==> config.mk <==
export PLATFORM = sky130hd
export DESIGN_NAME = cfg_reg_ctrl_flat
export DESIGN_NICKNAME = d
export VERILOG_FILES = /design/src/rtl/cfg_reg_pkg.sv /design/src/rtl/cfg_reg_ctrl_if.sv /design/src/rtl/cfg_addr_decode.sv /design/src/rtl/cfg_reg_ctrl.sv /design/src/flat_wrapper.sv
export SDC_FILE = /design/constraint.sdc
export NUM_CORES = 1
export LEC_CHECK = 0
export CAP_MARGIN = 25
export CORE_MARGIN = 1.5
export CORE_UTILIZATION = 40
export DETAILED_ROUTE_END_ITERATION = 10
export GPL_ROUTABILITY_DRIVEN = 1
export GPL_TIMING_DRIVEN = 0
export PLACE_DENSITY_LB_ADDON = 0.08
export SLEW_MARGIN = 20
export SYNTH_ARGS = -nofsm -noshare
export SYNTH_HDL_FRONTEND = slang
export SYNTH_HIERARCHICAL = 1
export SYNTH_SLANG_ARGS = --single-unit
==> constraint.sdc <==
create_clock -name CLK -period 2.15 [get_ports CLK]
set_input_delay 0.43 -clock CLK [delete_from_list [all_inputs] [get_ports CLK]]
set_output_delay 0.43 -clock CLK [all_outputs]
set_load 0.02 [all_outputs]
==> src/rtl/cfg_reg_pkg.sv <==
// Shared types and default sizes for the configuration-register controller
// and the bus-side master that talks to it.
package cfg_reg_pkg;

   localparam int DEF_WIDTH    = 4;
   localparam int DEF_NUM_REGS = 4;
   localparam int DEF_ADDR_W   = 2;

   typedef enum logic [2:0] {
      ST_IDLE   = 3'd0,
      ST_WRITE  = 3'd1,
      ST_READ   = 3'd2,
      ST_RESP   = 3'd3,
      ST_VERIFY = 3'd4
   } cfg_state_e;

   typedef enum logic {
      RESP_OK  = 1'b0,
      RESP_ERR = 1'b1
   } cfg_resp_e;

endpackage

==> src/rtl/cfg_reg_ctrl_if.sv <==
// Request/response channel between the tile configuration bus master and
// the configuration-register controller.
interface cfg_reg_ctrl_if
   import cfg_reg_pkg::*;
#(
   parameter int WIDTH  = DEF_WIDTH,
   parameter int ADDR_W = DEF_ADDR_W
) ();

   logic              req_valid;
   logic              req_ready;
   logic              req_write;
   logic [ADDR_W-1:0] req_addr;
   logic [WIDTH-1:0]  req_data;
   logic              resp_valid;
   logic              resp_ready;
   logic [WIDTH-1:0]  resp_data;
   logic              resp_err;

   modport master (
      output req_valid, req_write, req_addr, req_data, resp_ready,
      input  req_ready, resp_valid, resp_data, resp_err
   );

   modport slave (
      input  req_valid, req_write, req_addr, req_data, resp_ready,
      output req_ready, resp_valid, resp_data, resp_err
   );

endinterface

==> src/rtl/cfg_addr_decode.sv <==
// Register index to one-hot select, plus a flag for indices past the last
// implemented register.
module cfg_addr_decode
   import cfg_reg_pkg::*;
#(
   parameter int ADDR_W   = DEF_ADDR_W,
   parameter int NUM_REGS = DEF_NUM_REGS
) (
   input  logic [ADDR_W-1:0]   i_addr,
   output logic [NUM_REGS-1:0] o_onehot,
   output logic                o_oor
);

   // One extra bit so NUM_REGS == 2**ADDR_W still compares correctly.
   localparam logic [ADDR_W:0] LP_NUM = (ADDR_W+1)'(NUM_REGS);

   assign o_oor = ({1'b0, i_addr} >= LP_NUM);

   always_comb begin
      o_onehot = '0;
      for (int i = 0; i < NUM_REGS; i++) begin
         o_onehot[i] = (i_addr == ADDR_W'(i));
      end
   end

endmodule

==> src/rtl/cfg_reg_ctrl.sv <==
// Configuration initiator: turns bus requests into one-cycle cfg_we strobes
// or register readbacks. Define CFG_WRITE_VERIFY_EN to read back every write.
//
// state     | meaning
// ST_IDLE   | ready for a request
// ST_WRITE  | cfg_we strobe for the latched register
// ST_READ   | capture the addressed register's stored value
// ST_VERIFY | compare written register against latched data
// ST_RESP   | hold response until resp_ready
module cfg_reg_ctrl
   import cfg_reg_pkg::*;
#(
   parameter int WIDTH    = DEF_WIDTH,
   parameter int NUM_REGS = DEF_NUM_REGS,
   parameter int ADDR_W   = DEF_ADDR_W
) (
   input  logic                      CLK,
   input  logic                      RESETN,
   cfg_reg_ctrl_if.slave             bus,
   output logic [NUM_REGS-1:0]       cfg_we,
   output logic [WIDTH-1:0]          cfg_data,
   input  logic [NUM_REGS*WIDTH-1:0] cfg_rdata
);

   cfg_state_e          r_state;
   logic                r_req_ready;
   logic [ADDR_W-1:0]   r_addr;
   logic                r_resp_valid;
   logic [WIDTH-1:0]    r_resp_data;
   cfg_resp_e           r_resp_err;
   logic [NUM_REGS-1:0] r_cfg_we;
   logic [WIDTH-1:0]    r_cfg_data;

   logic [ADDR_W-1:0]   w_dec_addr;
   logic [NUM_REGS-1:0] w_onehot;
   logic                w_oor;
   logic [WIDTH-1:0]    w_rsel;

   // The decoder serves the incoming address in IDLE and the latched one after.
   assign w_dec_addr = (r_state == ST_IDLE) ? bus.req_addr : r_addr;

   cfg_addr_decode #(
      .ADDR_W   (ADDR_W),
      .NUM_REGS (NUM_REGS)
   ) u_dec (
      .i_addr   (w_dec_addr),
      .o_onehot (w_onehot),
      .o_oor    (w_oor)
   );

   always_comb begin
      w_rsel = '0;
      for (int i = 0; i < NUM_REGS; i++) begin
         if (w_onehot[i]) w_rsel = w_rsel | cfg_rdata[i*WIDTH +: WIDTH];
      end
   end

   always_ff @(posedge CLK) begin
      if (!RESETN) begin
         r_state      <= ST_IDLE;
         r_req_ready  <= 1'b0;
         r_addr       <= '0;
         r_resp_valid <= 1'b0;
         r_resp_data  <= '0;
         r_resp_err   <= RESP_OK;
         r_cfg_we     <= '0;
         r_cfg_data   <= '0;
      end else begin
         r_cfg_we <= '0;
         case (r_state)
            ST_IDLE: begin
               if (bus.req_valid && r_req_ready) begin
                  r_req_ready <= 1'b0;
                  r_addr      <= bus.req_addr;
                  if (w_oor) begin
                     r_state      <= ST_RESP;
                     r_resp_valid <= 1'b1;
                     r_resp_data  <= '0;
                     r_resp_err   <= RESP_ERR;
                  end else if (bus.req_write) begin
                     r_state    <= ST_WRITE;
                     r_cfg_we   <= w_onehot;
                     r_cfg_data <= bus.req_data;
                  end else begin
                     r_state <= ST_READ;
                  end
               end else begin
                  r_req_ready <= 1'b1;
               end
            end
            ST_WRITE: begin
`ifdef CFG_WRITE_VERIFY_EN
               r_state <= ST_VERIFY;
`else
               r_state      <= ST_RESP;
               r_resp_valid <= 1'b1;
               r_resp_data  <= '0;
               r_resp_err   <= RESP_OK;
`endif
            end
`ifdef CFG_WRITE_VERIFY_EN
            ST_VERIFY: begin
               r_state      <= ST_RESP;
               r_resp_valid <= 1'b1;
               r_resp_data  <= w_rsel;
               r_resp_err   <= (w_rsel != r_cfg_data) ? RESP_ERR : RESP_OK;
            end
`endif
            ST_READ: begin
               r_state      <= ST_RESP;
               r_resp_valid <= 1'b1;
               r_resp_data  <= w_rsel;
               r_resp_err   <= RESP_OK;
            end
            ST_RESP: begin
               if (bus.resp_ready) begin
                  r_state      <= ST_IDLE;
                  r_resp_valid <= 1'b0;
                  r_req_ready  <= 1'b1;
               end
            end
            default: r_state <= ST_IDLE;
         endcase
      end
   end

   assign bus.req_ready  = r_req_ready;
   assign bus.resp_valid = r_resp_valid;
   assign bus.resp_data  = r_resp_data;
   assign bus.resp_err   = r_resp_err;
   assign cfg_we         = r_cfg_we;
   assign cfg_data       = r_cfg_data;

endmodule

==> src/flat_wrapper.sv <==
// flat-port wrapper written by rule: the top's interface ports become plain ports
module cfg_reg_ctrl_flat import cfg_reg_pkg::*;
#(
   parameter int WIDTH    = DEF_WIDTH,
   parameter int NUM_REGS = DEF_NUM_REGS,
   parameter int ADDR_W   = DEF_ADDR_W
)
  (CLK, RESETN, cfg_we, cfg_data, cfg_rdata, bus_req_valid, bus_req_write, bus_req_addr, bus_req_data, bus_resp_ready, bus_req_ready, bus_resp_valid, bus_resp_data, bus_resp_err);
  cfg_reg_ctrl_if #(.WIDTH(WIDTH), .ADDR_W(ADDR_W)) bus_i ();
  input  logic CLK;
  input  logic RESETN;
  output logic [NUM_REGS-1:0] cfg_we;
  output logic [WIDTH-1:0] cfg_data;
  input  logic [NUM_REGS*WIDTH-1:0] cfg_rdata;
  input wire logic [$bits(bus_i.req_valid)-1:0] bus_req_valid;
  input wire logic [$bits(bus_i.req_write)-1:0] bus_req_write;
  input wire logic [$bits(bus_i.req_addr)-1:0] bus_req_addr;
  input wire logic [$bits(bus_i.req_data)-1:0] bus_req_data;
  input wire logic [$bits(bus_i.resp_ready)-1:0] bus_resp_ready;
  output wire logic [$bits(bus_i.req_ready)-1:0] bus_req_ready;
  output wire logic [$bits(bus_i.resp_valid)-1:0] bus_resp_valid;
  output wire logic [$bits(bus_i.resp_data)-1:0] bus_resp_data;
  output wire logic [$bits(bus_i.resp_err)-1:0] bus_resp_err;
  assign bus_i.req_valid = bus_req_valid;
  assign bus_i.req_write = bus_req_write;
  assign bus_i.req_addr = bus_req_addr;
  assign bus_i.req_data = bus_req_data;
  assign bus_i.resp_ready = bus_resp_ready;
  assign bus_req_ready = bus_i.req_ready;
  assign bus_resp_valid = bus_i.resp_valid;
  assign bus_resp_data = bus_i.resp_data;
  assign bus_resp_err = bus_i.resp_err;
  cfg_reg_ctrl #(.WIDTH(WIDTH), .NUM_REGS(NUM_REGS), .ADDR_W(ADDR_W)) u_core (.CLK(CLK), .RESETN(RESETN), .bus(bus_i), .cfg_we(cfg_we), .cfg_data(cfg_data), .cfg_rdata(cfg_rdata));
endmodule
; Yosys cells after proc, flatten, opt, wreduce, memory -nomap -nowiden
; Cells that the tools add are included.
[totals]
regBits = 19
output_inout_bits = 15
input_bits = 27
elab_cells = 46
[op_classes]
n_mux = 15
bitwise = 3
n_eq_ne = 8
reduce_logical = 13
[ops]
columns = operator, count
row1 = $mux 4, 4
row2 = $or 4x4->4, 3
row3 = $pmux 3 s3, 1
row4 = $pmux 4 s2, 1
row5 = $reduce_and 2->1, 4
row6 = $eq 3x2->1 const B, 2
row7 = $mux 3, 2
row8 = $reduce_bool 2->1, 3
row9 = $eq 2x2->1 const B, 2
row10 = $mux 2, 2
row11 = $ne 2x2->1 const B, 2
row12 = $pmux 1 s2, 2
row13 = $reduce_and 4->1, 1
row14 = $eq 3x1->1 const B, 1
row15 = $logic_not 3->1, 1
row16 = $mux 1, 3
row17 = $reduce_and 3->1, 1
row18 = $eq 2x1->1 const B, 1
row19 = $logic_not 2->1, 1
row20 = $reduce_or 2->1, 1
row21 = $logic_and 1x1->1, 1

; Longest topological paths before layout
[depth]
depth_word = 11
ltp_mapped = 8
depth_no_buf = 7

; Modules after synthesis
; The synthesis kept the hierarchy.
[by_module_without_submodules]
columns = mod, cells_each, instances, area_per_inst_um2, seq_area_each_um2
row1 = cfg_reg_ctrl, 88, 1, 895.9, 380.4
row2 = cfg_addr_decode, 6, 1, 37.5, 0.0

; Worst setup path before layout
; OpenSTA, ideal clock, no wires.
[synth_timing]
path_type = register to register
from = register u_core.r_state[0]
to = register u_core.r_resp_data[0] (netlist: u_core/bus.resp_data[0])
path_slack_ps = 331
stages_incl_launch_ff = 9
arrival_ps = 1697
setup_time_ps = 122
required_time_ps = 2028
path_buffers = 1
synth_period_minus_slack_ps = 1819
cell_sequence = dfxtp_1 -> inv_1 -> ha_1 -> buf_4 -> mux2_2 -> and2b_2 -> a22o_1 -> a221oi_1 -> o31ai_1
[synth_between]
elab_cells_between_ends = 17
cone_classes = 5 x eq/ne / 6 x mux / 3 x bitwise / 3 x reduce/logical
[synth_rtl]
columns = item, line
row1 = "start, declared", cfg_reg_ctrl.sv:25  ; cfg_state_e r_state;
row2 = "start signal, assigned", cfg_reg_ctrl.sv:60  ; r_state <= ST_IDLE;
row3 = "start signal, assigned", cfg_reg_ctrl.sv:76  ; r_state <= ST_RESP;
row4 = "start signal, assigned", cfg_reg_ctrl.sv:81  ; r_state <= ST_WRITE;
row5 = $logic_not 3->1 *, cfg_reg_ctrl.sv:40  ; assign w_dec_addr = (r_state == ST_IDLE) ? bus.req_addr : r_addr;
row6 = $mux 2 *, cfg_reg_ctrl.sv:40
row7 = net u_core.w_dec_addr[1], cfg_reg_ctrl.sv:34  ; logic [ADDR_W-1:0] w_dec_addr;
row8 = $eq 2x2->1 *, cfg_addr_decode.sv:22  ; o_onehot[i] = (i_addr == ADDR_W'(i));
row9 = net u_core.w_onehot[2], cfg_reg_ctrl.sv:35  ; logic [NUM_REGS-1:0] w_onehot;
row10 = $mux 4 *, cfg_reg_ctrl.sv:54  ; if (w_onehot[i]) w_rsel = w_rsel | cfg_rdata[i*WIDTH +: WIDTH];
row11 = $or 4x4->4, cfg_reg_ctrl.sv:54
row12 = $mux 4 *, cfg_reg_ctrl.sv:54
row13 = $pmux 4 s2 *, cfg_reg_ctrl.sv:70  ; case (r_state)
row14 = "end signal, assigned", cfg_reg_ctrl.sv:112  ; r_resp_data <= w_rsel;
row15 = "end, declared", cfg_reg_ctrl.sv:29  ; logic [WIDTH-1:0] r_resp_data;
; Mark *: on every way through the listed nets, which the timed path passes. The rest lies on a longest branch.
; A chain may end at the register's enable or synchronous reset.

; Worst setup path in the final report
; Same ends and word-level chain as after synthesis.

==> out/qor.yml <==
logic_synthesis:
  synthSimpleGateAreaFrac_pct: 20.5
  synthFlopType: "dfxtp_1"
  async_flop_share_pct: 0
  synth.area.mux_share_pct: 8.85
  syn_avg_cell_area_um2: 9.93
  postSynthCellCount: 94
  synth_top_area_share_pct: 40.8
  synthXorXnorAreaFrac_pct: 0
  ys_warn_count: 6
  synth-edff-count: 0
  synthesis.nets: 124
  ys_types: 31
  netlist_top_cells_area: "dfxtp_1, mux2i_1, nor2b_1"
  yosysMostFrequentCell: "dfxtp_1"
  synth_common_cells: "dfxtp_1, nor2b_1, mux2i_1"
  yosysSeqAreaShare_pct: 40.8
  synth_compound_gate_area_share_pct: 20.6
  synth_area_um2: 933
  synth_adder_area_share_pct: 4.02
  synth_top_family_by_area: "compound AO/OA/AOI/OAI gates"
  yosysTopAreaCell: "dfxtp_1"
  synth-seq-cells: 19
placed_design:
  port_buffers: 40
  hpwl_mm: 1.66
  place_inst: 162
  gp_congestion: 0.806
final_layout:
  num-nets-final: 169
  diodes: 0
  final_cells: 166
  drive_gt1_share_pct: 10.9
  area_growth_syn_to_layout_pct: 49.6
power:
  p_int_mw: 0.826
  ir_drop_uv: 678
  p_comb_share_pct: 52.2
  clkPwrFrac_pct: 13.6
  p_sw_share_pct: 37.7
  pwr_density_cell_mw_per_mm2: 949
  p_sw_mw: 0.500
  total_power_mw: 1.33
  p_leak_nw: 0.541
  seqPwrFrac_pct: 34.1
route:
  vias: 847
  dr.pass1.iters: 4
  vias_per_cell: 5.10
  drc: 0
  totalWireLength_mm: 2.08
  antenna_left: 0
  drt-initial-drc-count: 24
  wl_per_cell_um: 12.5
die:
  dieArea_mm2: 0.00263
  die_y_um: 51.3
  num_rows: 17
  pin_count: 42
  die_x_um: 51.3
  coreArea_mm2: 0.00221
  initial_core_util_pct: 42.2
critical_path:
  path_delay_family: "compound AO/OA/AOI/OAI gates"
  critPathMaxFanout: 10
  worstPathCellList: "inv_1, ha_1, buf_4, mux2_2, and2b_2, a22o_1, a221oi_1, o31ai_1"
  max_stage_delay_ns: 0.38
  crit_path_top_delay_cell: "dfxtp_1"
  required_ns: 2.34
  crit_arrival_ns: 2.19
  start_kind: "flip-flop"
  worst-path-buf-inv: 2
  end_kind: "flip-flop"
  criticalPathCategory: "flip-flop to flip-flop"
cts:
  cts_inserted_buffers: 3
  cts_hold_buffers: 0
  clk_pin_slew_ns: 0.11
  clockBufferDepth: 2
  post_cts_buffers: 0
  cts_sinks: 19
  cts.repair.resized: 0
  cts_tree: "built"
  clk_latency_ns: 0.29
  htree_levels: 1
  cts_root_buffer: "clkbuf_4"
timing:
  fmax_mhz: 500
  rsz0062_at_grt: "true"
  hold_viol_final: 0
  clock_skew_ns: 0.00292
  fin_setup_tns_ns: 0
  setup_violations: 0
  drv_slew: 0
  fin_crit_sh_pct: 93.0
  post-route-min-period_ns: 2.00
global_route:
  grt_max_degree: 12
  grt_pass1_vias: 759
  grt_pass1_wl_mm: 3.28
  grt_overflow_total: 0
  antenna_found_initial: 0
  track_usage_pct: 17.3
outcome:
  status: "finished clean"
run:
  cap_violations: 0
min_path:
  worst_hold_path_type: "flip-flop to flip-flop"
[worst reg2reg max path: stages (launching register included)]
cell      delay [ns]
dfxtp_1         0.38
inv_1           0.08
ha_1            0.19
buf_4           0.17
mux2_2          0.31
and2b_2         0.24
a22o_1          0.20
a221oi_1        0.22
o31ai_1         0.10
[power by group through the flow]
stage                     sequential, mW  clock [mW]  combinational, mW
final                              0.452       0.181              0.692
after global routing               0.461       0.202              0.764
after CTS                          0.454       0.188              0.695
after detailed placement           0.462           0              0.692
after global placement             0.457           0              0.680
after floorplan                    0.495           0              0.449
[final cells by class]
class / instances / area (µm²)
Buffer: 5 / 33.8
Clock buffer: 3 / 22.5
Clock inverter: 1 / 5.00
Fill cell: 222 / 816
Inverter: 3 / 11.3
Multi-Input combinational cell: 67 / 508
Sequential cell: 19 / 380
Tap cell: 28 / 35.0
Timing Repair Buffer: 40 / 400
[flip-flops by register name, summed over array words and instances (netlist names)]
name                   flops
u_core/bus.resp_valid      1
u_core/r_addr              2
u_core/cfg_data            4
u_core/bus.resp_data       4
u_core/r_state             2
u_core/bus.resp_err        1
u_core/bus.req_ready       1
u_core/cfg_we              4
[routing by layer]
| metal | wire, µm | global-route usage, % | up-vias |
|---|---|---|---|
| met5 | 0 | 0 | - |
| met4 | 17 | 9.21 | 0 |
| met3 | 131 | 3.22 | 2 |
| met2 | 1020 | 29.2 | 33 |
| met1 | 906 | 20.7 | 384 |
| li1 | - | - | 428 |
[logic make-up after synthesis]
family / after synthesis
adder cells (fa/ha/maj): 3
AO/OA/AOI/OAI: 25
flip-flops: 19
AND/OR/NAND/NOR: 30
other: 1
buffers and inverters: 8
multiplexers: 8
[final timing paths]
kind / startpoint / to / slack (ns) / cells past startpoint
setup reg to reg: u_core/r_state[0] / u_core/bus.resp_data[0] / 0.15 / 8
hold reg to reg: u_core/bus.resp_data[3] / u_core/bus.resp_data[3] / 0.48 / 2
setup / recovery: u_core/r_state[0] / u_core/bus.resp_data[0] / 0.15 / 8
hold / removal: u_core/bus.resp_data[3] / u_core/bus.resp_data[3] / 0.48 / 2
[layout by cell type, fill, tap and decap left out, types with 4 or more instances in the layout]
cell,synthesis,final
mux2i_1,6,6
and3_1,4,4
clkdlybuf4s50_1,0,40
nand2_1,4,4
o31ai_1,4,4
nand3_1,4,4
a221oi_1,4,4
dfxtp_1,19,19
a22o_1,5,5
nor2b_1,9,9
[per-stage QoR]
stage	cell area (µm²)	worst slack, ns	utilization, %	hold slack [ns]
2_1_floorplan	933	0.331	-	0.461
6_report	1400	0.150	63.1	0.481
5_1_grt	1400	-0.0556	63.1	0.513
4_1_cts	1400	0.133	63.1	0.488
3_3_place_gp	1370	0.132	61.9	0.465
3_5_place_dp	1370	0.117	61.9	0.472
(Power assumes the default switching activity.)
==> edit: new RTL, config.mk and constraints unchanged <==
Change the package constant `DEF_ADDR_W` from 2 to 4.
--- a/src/rtl/cfg_reg_pkg.sv
+++ b/src/rtl/cfg_reg_pkg.sv
@@ -5,5 +5,5 @@
    localparam int DEF_WIDTH    = 4;
    localparam int DEF_NUM_REGS = 4;
-   localparam int DEF_ADDR_W   = 2;
+   localparam int DEF_ADDR_W   = 4;
 
    typedef enum logic [2:0] {
Ports: changed (resized bus_req_addr); port bits go from 42 to 44. The function was not compared with the original's and may differ.
==> edit against the original RTL <==
  * Setup slack worse by 0.090 ns
  * Wire length up 24%
  * Sequential cell count up 2
  * Cell area up 18%
  * Critical endpoint is now u_core/bus.resp_err
  * Area after synthesis up 11%
  * Critical path type unchanged
  * Clock skew about the same
  * Power up 32%
  * Largest cell class unchanged
==> edit: results (changes against the original RTL) <==
Critical path
  – Slowest cell on crit path: dfxtp_2
  – Reg-to-reg slack, setup: 0.06 ns (-0.09 ns)
  – Reg2Reg Depth: 9 (+1)
  – CP endpoint: u_core/bus.resp_err

Logic synthesis
  – Mux contribution to synthesized area: 0.120 (+0.0319)
  – Top post-synthesis cells by count: 21 x dfxtp_1, 16 x nand2_1, 9 x a22oi_1, 9 x nor2b_1, 8 x mux2i_1
  – Syn_nets: 139 (+12%)
  – Ys Warns: 6 (unchanged)
  – Post-Synth Adder-Cell Area: 0.0361 (-0.00411)
  – Syn avg cell area: 9.72 µm² (-2.1%)
  – Sequential share of the synthesized area: 0.404 (-0.00317)
  – Synth Area in Compound Gates: 0.189 (-0.0175)

Routing
  – DR iter-0 viols: 15 (-38%)
  – Drt pass-1 iters: 3 (-1)
  – DRT Wirelength: 2570 µm (+24%)
  – Vias per inst: 5.17 (+1.3%)

GRT
  – All-Layer GR Usage: 0.191 (+0.0174)
  – Vias in the first global route: 953 (+26%)

Run status
  – Status: finished clean

Place
  – Post-DP HPWL: 1910 µm (+15%)
  – Pre-CTS setup slack: -0.371 ns (-0.488 ns)
  – Routability congestion estimate: 0.766 (-5.0%)
  – Port-buffer cells: 43 (+7.5%)
  – Placed Cells incl. Taps: 180 (+11%)

Cells and area
  – Fillers: 201 (-9.5%)
  – Fin cells: 188 (+13%)
  – Layout cells sized above 1: 0.184 (+0.0748)

Power and ir drop
  – Leak pwr: 0.000654 µW (+21%)
  – Max VDD drop: 0.702 mV (+3.6%)

CTS
  – Clock slew at reported path FFs: 0.11 ns (about the same)

STA
  – Setup Skew: 0.00332 ns (+0.000395 ns)
  – Max Fclk: 479 MHz (-4.3%)

Hold path
  – HP Class: register to register
[edit: area by class of cell]
type / instances / area (µm²) / area share
tap: 30 / 37.5 / 0.0228
clock buffer: 4 / 26.3 / 0.0159
multi-input combinational: 79 / 659 / 0.400
timing repair buffer: 47 / 460 / 0.279
sequential: 21 / 423 / 0.257
inverter: 3 / 11.3 / 0.00683
buffer: 4 / 30.0 / 0.0182
[edit: kinds of logic (layout without fill, tap and decap cells)]
family | count (synthesis) | in the layout
and+or+nand+nor | 39 | 39
AOI/OAI and AO/OA | 25 | 25
DFF | 21 | 21
muxes | 12 | 12
buffers and inverters | 7 | 58
adders and majority gates | 3 | 3
[edit: routing by layer]
metal / vias to the layer above / part of all wire / GRT usage
met4: 0 / 0.0058 / 0.0750
li1: 486 / - / -
met2: 28 / 0.50 / 0.350
met5: - / 0 / 0
met1: 456 / 0.44 / 0.218
met3: 2 / 0.054 / 0.0306
[edit: what timing repair did]
| action | in CTS | in global routing |
|---|---|---|
| endpoints found under the setup margin | 15 | 14 |
| pin swaps | 2 | 3 |
| resized for setup | 12 | 3 |
| cloned | 0 | 0 |
| buffers inserted | 3 | 1 |
[edit: critical path: cells and delay by family (launching register included)]
| family | cells | cell delay [ns] |
|---|---|---|
| muxes | 1 | 0.34 |
| adders and majority gates | 1 | 0.17 |
| buffers and inverters | 3 | 0.33 |
| and+or+nand+nor | 2 | 0.54 |
| AOI/OAI and AO/OA | 2 | 0.24 |
| DFF | 1 | 0.37 |
[edit: worst min-delay path by stage]
stage          cells past startpoint                       to                     from  slack, ns
6_report                           2  u_core/bus.resp_data[0]  u_core/bus.resp_data[0]       0.48
5_1_grt                            2  u_core/bus.resp_data[1]  u_core/bus.resp_data[1]       0.52
4_1_cts                            2  u_core/bus.resp_data[0]  u_core/bus.resp_data[0]       0.48
3_5_place_dp                       2  u_core/bus.resp_data[0]  u_core/bus.resp_data[0]       0.46
3_3_place_gp                       2  u_core/bus.resp_data[3]  u_core/bus.resp_data[3]       0.46
2_1_floorplan                      2        u_core/r_state[0]        u_core/r_state[0]       0.46
[edit: report_power, final]
group	switching [µW]	internal, µW
Clock	111	72.2
Combinational	507	563
Sequential	38.6	452
Total	657	1090
[edit: per-stage QoR]
stage | hold slack, ns | power [µW] | utilization | instance area (µm²) | setup TNS (ns)
2_1_floorplan | 0.461 | 1140 | - | 1050 | 0
3_3_place_gp | 0.462 | 1350 | 0.611 | 1510 | -1.88
3_5_place_dp | 0.461 | 1360 | 0.611 | 1510 | -2.49
4_1_cts | 0.483 | 1690 | 0.654 | 1620 | 0
5_1_grt | 0.521 | 1860 | 0.665 | 1650 | -0.0122
6_report | 0.479 | 1740 | 0.665 | 1650 | 0
